$ cat src/rtl/scan_dec_pkg.sv
// Shared types and helpers for the scan decoder: FSM state encoding and
// polarity-aware one-hot select generation.
package scan_dec_pkg;

  typedef enum logic [1:0] {
    ST_IDLE  = 2'd0,
    ST_SHOW  = 2'd1,
    ST_BLANK = 2'd2
  } state_t;

  localparam int MAX_ADDR_W = 8;
  localparam int MAX_OUT    = 2 ** MAX_ADDR_W;

  // Full-width one-hot; callers size-cast down to their own output count.
  function automatic logic [MAX_OUT-1:0] onehot(input logic [MAX_ADDR_W-1:0] addr,
                                                input logic                  active_low);
    logic [MAX_OUT-1:0] v;
    v       = '0;
    v[addr] = 1'b1;
    return active_low ? ~v : v;
  endfunction

endpackage

$ cat src/rtl/scan_tick_gen.sv
// Slot prescaler: counts 0..PRESCALE-1 while run is high and pulses tick on
// the last count of each slot; clr forces the count back to zero.
module scan_tick_gen #(
  parameter int PRESCALE = 50000
) (
  input  logic clk,
  input  logic rst_n,
  input  logic clr,
  input  logic run,
  output logic tick
);

  localparam int            PW      = (PRESCALE > 1) ? $clog2(PRESCALE) : 1;
  localparam logic [PW-1:0] CNT_MAX = PW'(PRESCALE - 1);

  logic [PW-1:0] cnt_q, cnt_d;

  always_comb begin
    tick  = run && !clr && (cnt_q == CNT_MAX);
    cnt_d = cnt_q;
    if (clr) begin
      cnt_d = '0;
    end else if (run) begin
      cnt_d = tick ? '0 : cnt_q + PW'(1);
    end
  end

  always_ff @(posedge clk) begin
    if (!rst_n) begin
      cnt_q <= '0;
    end else begin
      cnt_q <= cnt_d;
    end
  end

endmodule

$ cat src/rtl/scan_decoder.sv
// Registered N-to-2^N select decoder with manual addressing or a prescaled
// auto-scan over CH_NUM channels, with optional blanking at each slot start.
module scan_decoder
  import scan_dec_pkg::*;
#(
  parameter int ADDR_W     = 3,
  parameter int CH_NUM     = 8,
  parameter int PRESCALE   = 50000,
  parameter int BLANK      = 1,
  parameter int ACTIVE_LOW = 1
) (
  input  logic                     clk,
  input  logic                     rst_n,
  input  logic                     en,
  input  logic                     mode,
  input  logic [ADDR_W-1:0]        addr_in,
  output logic [(2**ADDR_W)-1:0]   sel,
  output logic [ADDR_W-1:0]        cur_addr,
  output logic                     wrap
);

  localparam int                N_OUT      = 2 ** ADDR_W;
  localparam int                BW         = (BLANK > 0) ? $clog2(BLANK + 1) : 1;
  localparam logic [BW-1:0]     BLANK_LAST = BW'(BLANK - 1);
  localparam logic [ADDR_W-1:0] LAST_ADDR  = ADDR_W'(CH_NUM - 1);
  localparam logic [ADDR_W:0]   CH_LIM     = (ADDR_W + 1)'(CH_NUM);
  localparam logic [N_OUT-1:0]  SEL_OFF    = (ACTIVE_LOW != 0) ? '1 : '0;

  state_t              state_q, state_d;
  logic [ADDR_W-1:0]   cur_addr_q, cur_addr_d;
  logic [N_OUT-1:0]    sel_q, sel_d;
  logic                wrap_q, wrap_d;
  logic [BW-1:0]       blank_q, blank_d;
  logic                auto_q, auto_d;
  logic                tick;
  logic                run;

  // The prescaler only runs once auto mode has been active for a full cycle,
  // so every fresh auto entry (from reset, disable or manual) starts a clean slot.
  assign run = en && mode && auto_q;

  scan_tick_gen #(
    .PRESCALE(PRESCALE)
  ) u_tick (
    .clk  (clk),
    .rst_n(rst_n),
    .clr  (!run),
    .run  (run),
    .tick (tick)
  );

  always_comb begin
    state_d    = state_q;
    cur_addr_d = cur_addr_q;
    blank_d    = blank_q;
    wrap_d     = 1'b0;
    auto_d     = en && mode;

    if (!en) begin
      state_d = ST_IDLE;
      blank_d = '0;
    end else if (!mode) begin
      state_d    = ST_SHOW;
      cur_addr_d = addr_in;
      blank_d    = '0;
    end else begin
      case (state_q)
        ST_IDLE: begin
          state_d = ST_SHOW;
          blank_d = '0;
        end
        ST_SHOW, ST_BLANK: begin
          if (state_q == ST_BLANK) begin
            if (blank_q == BLANK_LAST) begin
              state_d = ST_SHOW;
              blank_d = '0;
            end else begin
              blank_d = blank_q + BW'(1);
            end
          end
          if (tick) begin
            // Out-of-range addresses left over from manual mode also wrap to 0.
            wrap_d     = (cur_addr_q >= LAST_ADDR);
            cur_addr_d = wrap_d ? '0 : cur_addr_q + ADDR_W'(1);
            state_d    = (BLANK > 0) ? ST_BLANK : ST_SHOW;
            blank_d    = '0;
          end
        end
        default: begin
          state_d = ST_IDLE;
          blank_d = '0;
        end
      endcase
    end

    if ((state_d == ST_SHOW) && ({1'b0, cur_addr_d} < CH_LIM)) begin
      sel_d = N_OUT'(onehot(MAX_ADDR_W'(cur_addr_d), ACTIVE_LOW != 0));
    end else begin
      sel_d = SEL_OFF;
    end
  end

  always_ff @(posedge clk) begin
    if (!rst_n) begin
      state_q    <= ST_IDLE;
      cur_addr_q <= '0;
      sel_q      <= SEL_OFF;
      wrap_q     <= 1'b0;
      blank_q    <= '0;
      auto_q     <= 1'b0;
    end else begin
      state_q    <= state_d;
      cur_addr_q <= cur_addr_d;
      sel_q      <= sel_d;
      wrap_q     <= wrap_d;
      blank_q    <= blank_d;
      auto_q     <= auto_d;
    end
  end

  assign sel      = sel_q;
  assign cur_addr = cur_addr_q;
  assign wrap     = wrap_q;

endmodule

$ cat config.mk
export PLATFORM = sky130hd
export DESIGN_NAME = scan_decoder
export DESIGN_NICKNAME = d
export VERILOG_FILES = /design/src/rtl/scan_dec_pkg.sv /design/src/rtl/scan_tick_gen.sv /design/src/rtl/scan_decoder.sv
export SDC_FILE = /design/constraint.sdc
export NUM_CORES = 1
export LEC_CHECK = 0
export BUFFER_PORTS_ARGS = -buffer_cell sky130_fd_sc_hd__buf_2
export CORE_MARGIN = 2
export CORE_UTILIZATION = 60
export CTS_CLUSTER_DIAMETER = 120
export DETAILED_ROUTE_END_ITERATION = 16
export PLACE_DENSITY = 0.83
export SYNTH_ARGS = -nofsm -noshare
export SYNTH_HDL_FRONTEND = slang
export SYNTH_SLANG_ARGS = --single-unit
$ cat constraint.sdc
create_clock -name clk -period 6.7 [get_ports clk]
set_clock_uncertainty 0.15 [all_clocks]
set_input_delay 1.005 -clock clk [delete_from_list [all_inputs] [get_ports clk]]
set_output_delay 1.005 -clock clk [all_outputs]
set_load 0.05 [all_outputs]
[Yosys cells after proc, flatten, opt, wreduce, memory -nomap -nowiden]
Index checks and enable logic that the tools add are counted.
Storage, ports and cells
  register bits after elaboration: 32
  input port bits: 7
  output and inout port bits: 12
  word-level logic and storage cells: 47
Operators by class
  multiplexer cells: 14
  $lt $le $gt $ge: 3
  add/subtract/negate cells: 3
  bitwise logic cells: 6
  equal/unequal tests: 4
  reduce and logical (&&, ||, !) cells: 10
Operator list (number)
  16-bit by 1-bit adder with 16-bit output (second input constant): 1
  16-bit == test (second input constant): 1
  3-bit two-way mux: 5
  2-bit two-way mux: 5
  3-bit by 9-bit less-than comparator with 1-bit output (second input constant): 1
  8-bit inverter: 1
  1-bit inverter: 5
  5-bit AND reduction: 1
  5-bit OR reduction: 1
  2-bit by 1-bit == test with 1-bit output (second input constant): 2
  1-bit logical AND: 4
  2-bit one-hot mux with 2 select lines: 1
  3-bit by 1-bit adder with 3-bit output (second input constant): 1
  1-bit demux with 3-bit select: 1
  3-bit by 1-bit greater-or-equal comparator with 1-bit output (second input constant): 1
  3-bit greater-or-equal comparator (second input constant): 1
  3-bit OR reduction: 1
  2-bit == test (second input constant): 1
  2-bit zero test: 1
  1-bit two-way mux: 2
  2-bit AND reduction: 1
  2-bit OR reduction: 1
  1-bit adder (second input constant): 1

[Longest topological paths before layout]
  depth after elaboration: 12
  gate-level depth with buffers: 7
  depth with buffers taken out: 7

[By module]
From an unflattened synthesis, not the netlist that was laid out.
Unflattened totals
  cells, all modules: 162
  area, all modules: 1551.5 sq um
By module, submodules not included
  scan_tick_gen: cells each 86, area an instance 795.8 sq um, times used 1, sequential area each 320.3 sq um
  scan_decoder: cells each 76, area an instance 755.7 sq um, times used 1, sequential area each 300.3 sq um

[Worst setup path after synthesis]
Ideal clock, no wire load.
  kind: input to register
  start point: in mode
  end point: reg sel_q[7], in the netlist sel[7]
  library setup time: 0.127 ns
  arrival: 2.350 ns
  path buffers: 0
  cell stages on the path: 5
  setup slack: 4.072 ns
  required time: 6.423 ns
  cells stage by stage: nand3_1 > or4_1 > o2bb2a_4 > a211oi_2 > or3b_1
On the way
  longest elaborated chain between the ends: 12
RTL lines
  from (decl): RTL line scan_decoder.sv:15  | input logic mode,
  1-bit logical AND (2 in a row): RTL line scan_decoder.sv:40  | assign run = en && mode && auto_q;
  1-bit logical AND: RTL line scan_tick_gen.sv:19  | tick = run && !clr && (cnt_q == CNT_MAX);
  3-bit two-way mux: RTL line scan_decoder.sv:81  | if (tick) begin
  3-bit two-way mux: RTL line scan_decoder.sv:67  | case (state_q)
  3-bit two-way mux: RTL line scan_decoder.sv:62  | end else if (!mode) begin
  3-bit two-way mux: RTL line scan_decoder.sv:59  | if (!en) begin
  3-bit by 9-bit less-than comparator with 1-bit output (implied by the code) / 3-bit by 1-bit greater-or-equal comparator with 1-bit output (equally long branches): RTL line scan_dec_pkg.sv:19  | v[addr] = 1'b1;
  1-bit logical AND (implied by the code): RTL line scan_dec_pkg.sv:19
  1-bit two-way mux (implied by the code): RTL line scan_dec_pkg.sv:19
  1-bit demux with 3-bit select: RTL line scan_dec_pkg.sv:19
  8-bit inverter: RTL line scan_dec_pkg.sv:20  | return active_low ? ~v : v;
  to (signal assigned): RTL line scan_decoder.sv:114  | sel_q <= sel_d;
  to (decl): RTL line scan_decoder.sv:31  | logic [N_OUT-1:0] sel_q, sel_d;
Several ways; a longest one is shown, not always the timed one.
A chain may end at the register's enable or synchronous reset.

[Worst setup path in the final report]
  start point: reg u_tick.cnt_q[0]
  end point: reg u_tick.cnt_q[3]
On the way
  longest elaborated chain between the ends: 3
RTL lines
  from (decl): RTL line scan_tick_gen.sv:16  | logic [PW-1:0] cnt_q, cnt_d;
  from (signal assigned): RTL line scan_tick_gen.sv:32  | cnt_q <= cnt_d;
  branches (longest 3 deep; another with 16-bit by 1-bit adder with 16-bit output)
Parallel ways; which one is timed is not known.

==> results.py <==
metrics = {
    "cts": {
        "clock_sinks": 31,
        "clkSlewWorstSetupHoldPaths_ns": 0.08,
        "resized_after_cts": 0,
        "cts_max_level": 2,
        "cts_made_buffers": 5,
        "cts_setup_buffers": 0,
        "tritoncts_clock_tree": "built",
        "cts_hold_repair.buffers": 0,
        "root_buffer": "sky130_fd_sc_hd__clkbuf_4",
        "clkLatencyLatePin_ns": 0.32,
        "cts_max_path_buffers": 2,
    },
    "synthesis": {
        "post-synth-top-count-cell": "sky130_fd_sc_hd__dfxtp_1",
        "synthDominantCellAreaShare_pct": 43.3,
        "synthDominantAreaCellType": "sky130_fd_sc_hd__dfxtp_1",
        "postSynthRegisterBits": 31,
        "synth_top_flop_cell": "sky130_fd_sc_hd__dfxtp_1",
        "synth_seq_area_share_pct": 43.3,
        "top_cell_types_by_occurrence_after_synthesis": "sky130_fd_sc_hd__dfxtp_1 (31), sky130_fd_sc_hd__nor2_1 (19), sky130_fd_sc_hd__nand3_1 (11)",
        "postSynth.asyncResetShare_pct": 0,
        "post_synth_xor_xnor_area_pct": 8.56,
        "syn_area_um2": 1430,
        "compound_cell_area_share_of_the_yosys_netlist_pct": 10.7,
        "netlist-cell-type-count": 37,
        "synth.avg_cell_area_um2": 9.81,
        "synth_area_leaders": "sky130_fd_sc_hd__dfxtp_1 (43%), sky130_fd_sc_hd__xor2_1 (5.5%), sky130_fd_sc_hd__ha_1 (5.2%)",
        "yosys.area_share.simple_pct": 30.1,
        "synthesis.instances": 146,
        "largest_family_of_logic_cells_by_synthesized_area": "simple AND/OR/NAND/NOR gates",
        "yosys_warnings": 0,
        "synth_edf_count": 0,
        "synth_mux_area_share_pct": 0,
        "yosys.area_share.adder_pct": 5.24,
        "synth_nets": 159,
    },
    "grt": {
        "grt_overflow_total": 0,
        "grt_busiest_layer": "met2",
        "grt_antenna_before_repair": 0,
        "use_met3_pct": 9.60,
        "track_usage_pct": 24.1,
        "first_global_vias": 1130,
        "gr-usage-met2_pct": 42.5,
        "grt_pass1_wl_um": 4660,
        "globalRouteMet1Util_pct": 24.6,
        "grt_start_max_net_pins": 17,
    },
    "placement": {
        "dpl_worst_slack_ns": 3.84,
        "post-place-cells": 191,
        "hpwl_um": 2040,
        "portBuffers": 18,
        "finalWeightedCongestion": 0.777,
    },
    "critical_path": {
        "crit_path_end_kind": "flip-flop",
        "timing.critical_path.slowest_stage_cell": "sky130_fd_sc_hd__o211ai_1",
        "path_buf_inv": 0,
        "startpoint_of_the_lowest_slack_register_to_register_path": "u_tick.cnt_q[0]",
        "cp_delay_by_family_top": "simple AND/OR/NAND/NOR gates",
        "worst_path_largest_cell_delay_ns": 0.92,
        "worst-setup-path-type": "reg2reg",
        "cp_data_required_time_ns": 6.71,
        "regToRegSetupSlack_ns": 3.94,
        "timing.rr.end": "u_tick.cnt_q[3]",
        "worst-path-max-fanout": 16,
        "reg2reg_depth": 5,
        "crit_cells": 5,
        "path_cells": "ha_1 -> nand3_1 -> or4_1 -> o211ai_1 -> nor2_1",
        "startpoint_type": "flip-flop",
        "worst-endpoint-arrival_ns": 2.77,
    },
    "floorplanning": {
        "top_level_ports": 19,
        "core_area_um2": 2230,
        "floorplan.die.height_um": 52.9,
        "std_cell_rows": 17,
        "die-width_um": 52.9,
        "start_util_pct": 64.1,
        "die_area_um2": 2790,
    },
    "timing": {
        "report.final.setup_viol": 0,
        "period_minus_slack_ns": 2.76,
        "slew_limit_headroom_pct": 25.3,
        "hold_viol": 0,
        "worstMarginPinSlew_ns": 1.12,
        "number_of_slew_limit_violations_in_the_final_report": 0,
        "max_freq_ghz": 0.363,
        "setup_total_negative_slack_ns": 0,
        "timing.hold.ws_ns": 0.331,
        "layout_worst_path_cycle_share_pct": 41.2,
        "worst_slack_ns": 3.94,
        "grt_setup_unrepaired": "false",
    },
    "drt": {
        "total_number_of_vias": 1137,
        "detail_route.wirelength_um": 2730,
        "final_antenna_net_count": 0,
        "post_drt_wl_per_cell_um": 13.8,
        "drc": 0,
        "dr.pass1.iters": 4,
        "drtIter0Drc": 10,
        "avgViaCountPerCell": 5.74,
    },
    "final_layout": {
        "post_route_cells_drive_above_1_share_pct": 21.2,
        "multi_input_area_um2": 782,
        "antenna_cells_inserted": 0,
        "final_core_utilization_pct": 72.1,
        "layout.cells.non_filler": 198,
        "post_layout_nets": 183,
        "layout.filler_cells": 178,
        "register_area_um2": 621,
        "area.growth.synth_to_final_pct": 12.4,
    },
    "job": {
        "maxCapViolations": 0,
    },
    "status": {
        "run_status": "complete, no violations",
    },
    "min_path": {
        "holdPathEnd": "u_tick.cnt_q[0]",
        "worst_hold_path_type": "reg2reg",
        "hold_path_startpoint": "u_tick.cnt_q[0]",
        "worst_hold_path.num_cells": 1,
    },
    "pwr": {
        "cellPowerDensity_nw_per_um2": 199,
        "ir_worst_vdd_v": 0.000178,
        "power.static_leakage_nw": 0.583,
    },
}
==> state kept, by name, indices dropped and copies added (netlist names) <==
name and cells:
u_tick.cnt_q 16, sel 8, cur_addr 3, state_q 2
auto_q 1, wrap 1
==> placed cells by master, fill, tap and decap left out, types with 2 or more instances in the layout <==
| cell type | count |
|---|---|
| sky130_fd_sc_hd__nand2_1 | 9 |
| sky130_fd_sc_hd__and2_1 | 3 |
| sky130_fd_sc_hd__nor2b_1 | 4 |
| sky130_fd_sc_hd__ha_1 | 6 |
| sky130_fd_sc_hd__or3_1 | 2 |
| sky130_fd_sc_hd__a221oi_4 | 2 |
| sky130_fd_sc_hd__o211ai_1 | 2 |
| sky130_fd_sc_hd__nand4b_1 | 4 |
| sky130_fd_sc_hd__and3_1 | 4 |
| sky130_fd_sc_hd__buf_2 | 18 |
| sky130_fd_sc_hd__xnor2_1 | 5 |
| sky130_fd_sc_hd__dfxtp_1 | 31 |
| sky130_fd_sc_hd__nor4_1 | 2 |
| sky130_fd_sc_hd__nor2_1 | 19 |
| sky130_fd_sc_hd__o31ai_1 | 3 |
| sky130_fd_sc_hd__nor3_1 | 2 |
| sky130_fd_sc_hd__or4_1 | 2 |
| sky130_fd_sc_hd__nand3b_1 | 2 |
| sky130_fd_sc_hd__nand3_1 | 11 |
| sky130_fd_sc_hd__xor2_1 | 9 |
| sky130_fd_sc_hd__inv_1 | 7 |
| sky130_fd_sc_hd__clkbuf_4 | 5 |
==> power by group <==
group	switching, W	internal [W]
logic	0.0000167	0.00000907
clock network	0.0000577	0.0000485
registers	0.00000184	0.000186
==> worst register-to-register path: stages (launching register included) <==
cell and delay [ns]:
sky130_fd_sc_hd__dfxtp_1 0.37, sky130_fd_sc_hd__ha_1 0.21, sky130_fd_sc_hd__nand3_1 0.15, sky130_fd_sc_hd__or4_1 0.66
sky130_fd_sc_hd__o211ai_1 0.92, sky130_fd_sc_hd__nor2_1 0.14
==> layer usage <==
metal	wire length, µm	vias to the layer above	part of all wire (%)
met1	1130	535	42
met2	1370	31	50
met4	54	0	2.0
met3	166	6	6.1
li1	-	565	-
met5	0	-	0
==> through the flow <==
stage	power (W)	instance area, µm²
floorplan	0.000211	1430
global placement	0.000217	1550
detailed placement	0.000218	1550
CTS	0.000325	1610
global route	0.000337	1610
finish	0.000320	1610
==> cell families after synthesis <==
logic type               count (synthesis)
flip-flops                              31
adder cells (fa/ha/maj)                  6
AND/OR/NAND/NOR                         74
AO/OA/AOI/OAI                           13
XOR/XNOR                                14
buffers and inverters                    8
==> worst max path at each step <==
| stage | end | start |
|---|---|---|
| 2_1_floorplan | sel[7] | mode |
| 3_5_place_dp | sel[7] | en |
| 4_1_cts | u_tick.cnt_q[3] | u_tick.cnt_q[0] |
| 3_3_place_gp | sel[7] | en |
| 6_report | u_tick.cnt_q[3] | u_tick.cnt_q[0] |
| 5_1_grt | u_tick.cnt_q[2] | u_tick.cnt_q[0] |
==> layout make-up <==
cell class              instances  share of cell area [%]
repair buffers                 18                    5.59
clock inverters                 1                   0.311
flip-flops and latches         31                    38.5
inverters                       7                    1.63
multi-input cells             107                    48.6
clock buffers                   6                    3.19
well taps                      28                    2.18
Power figures use the tool's default switching activity.
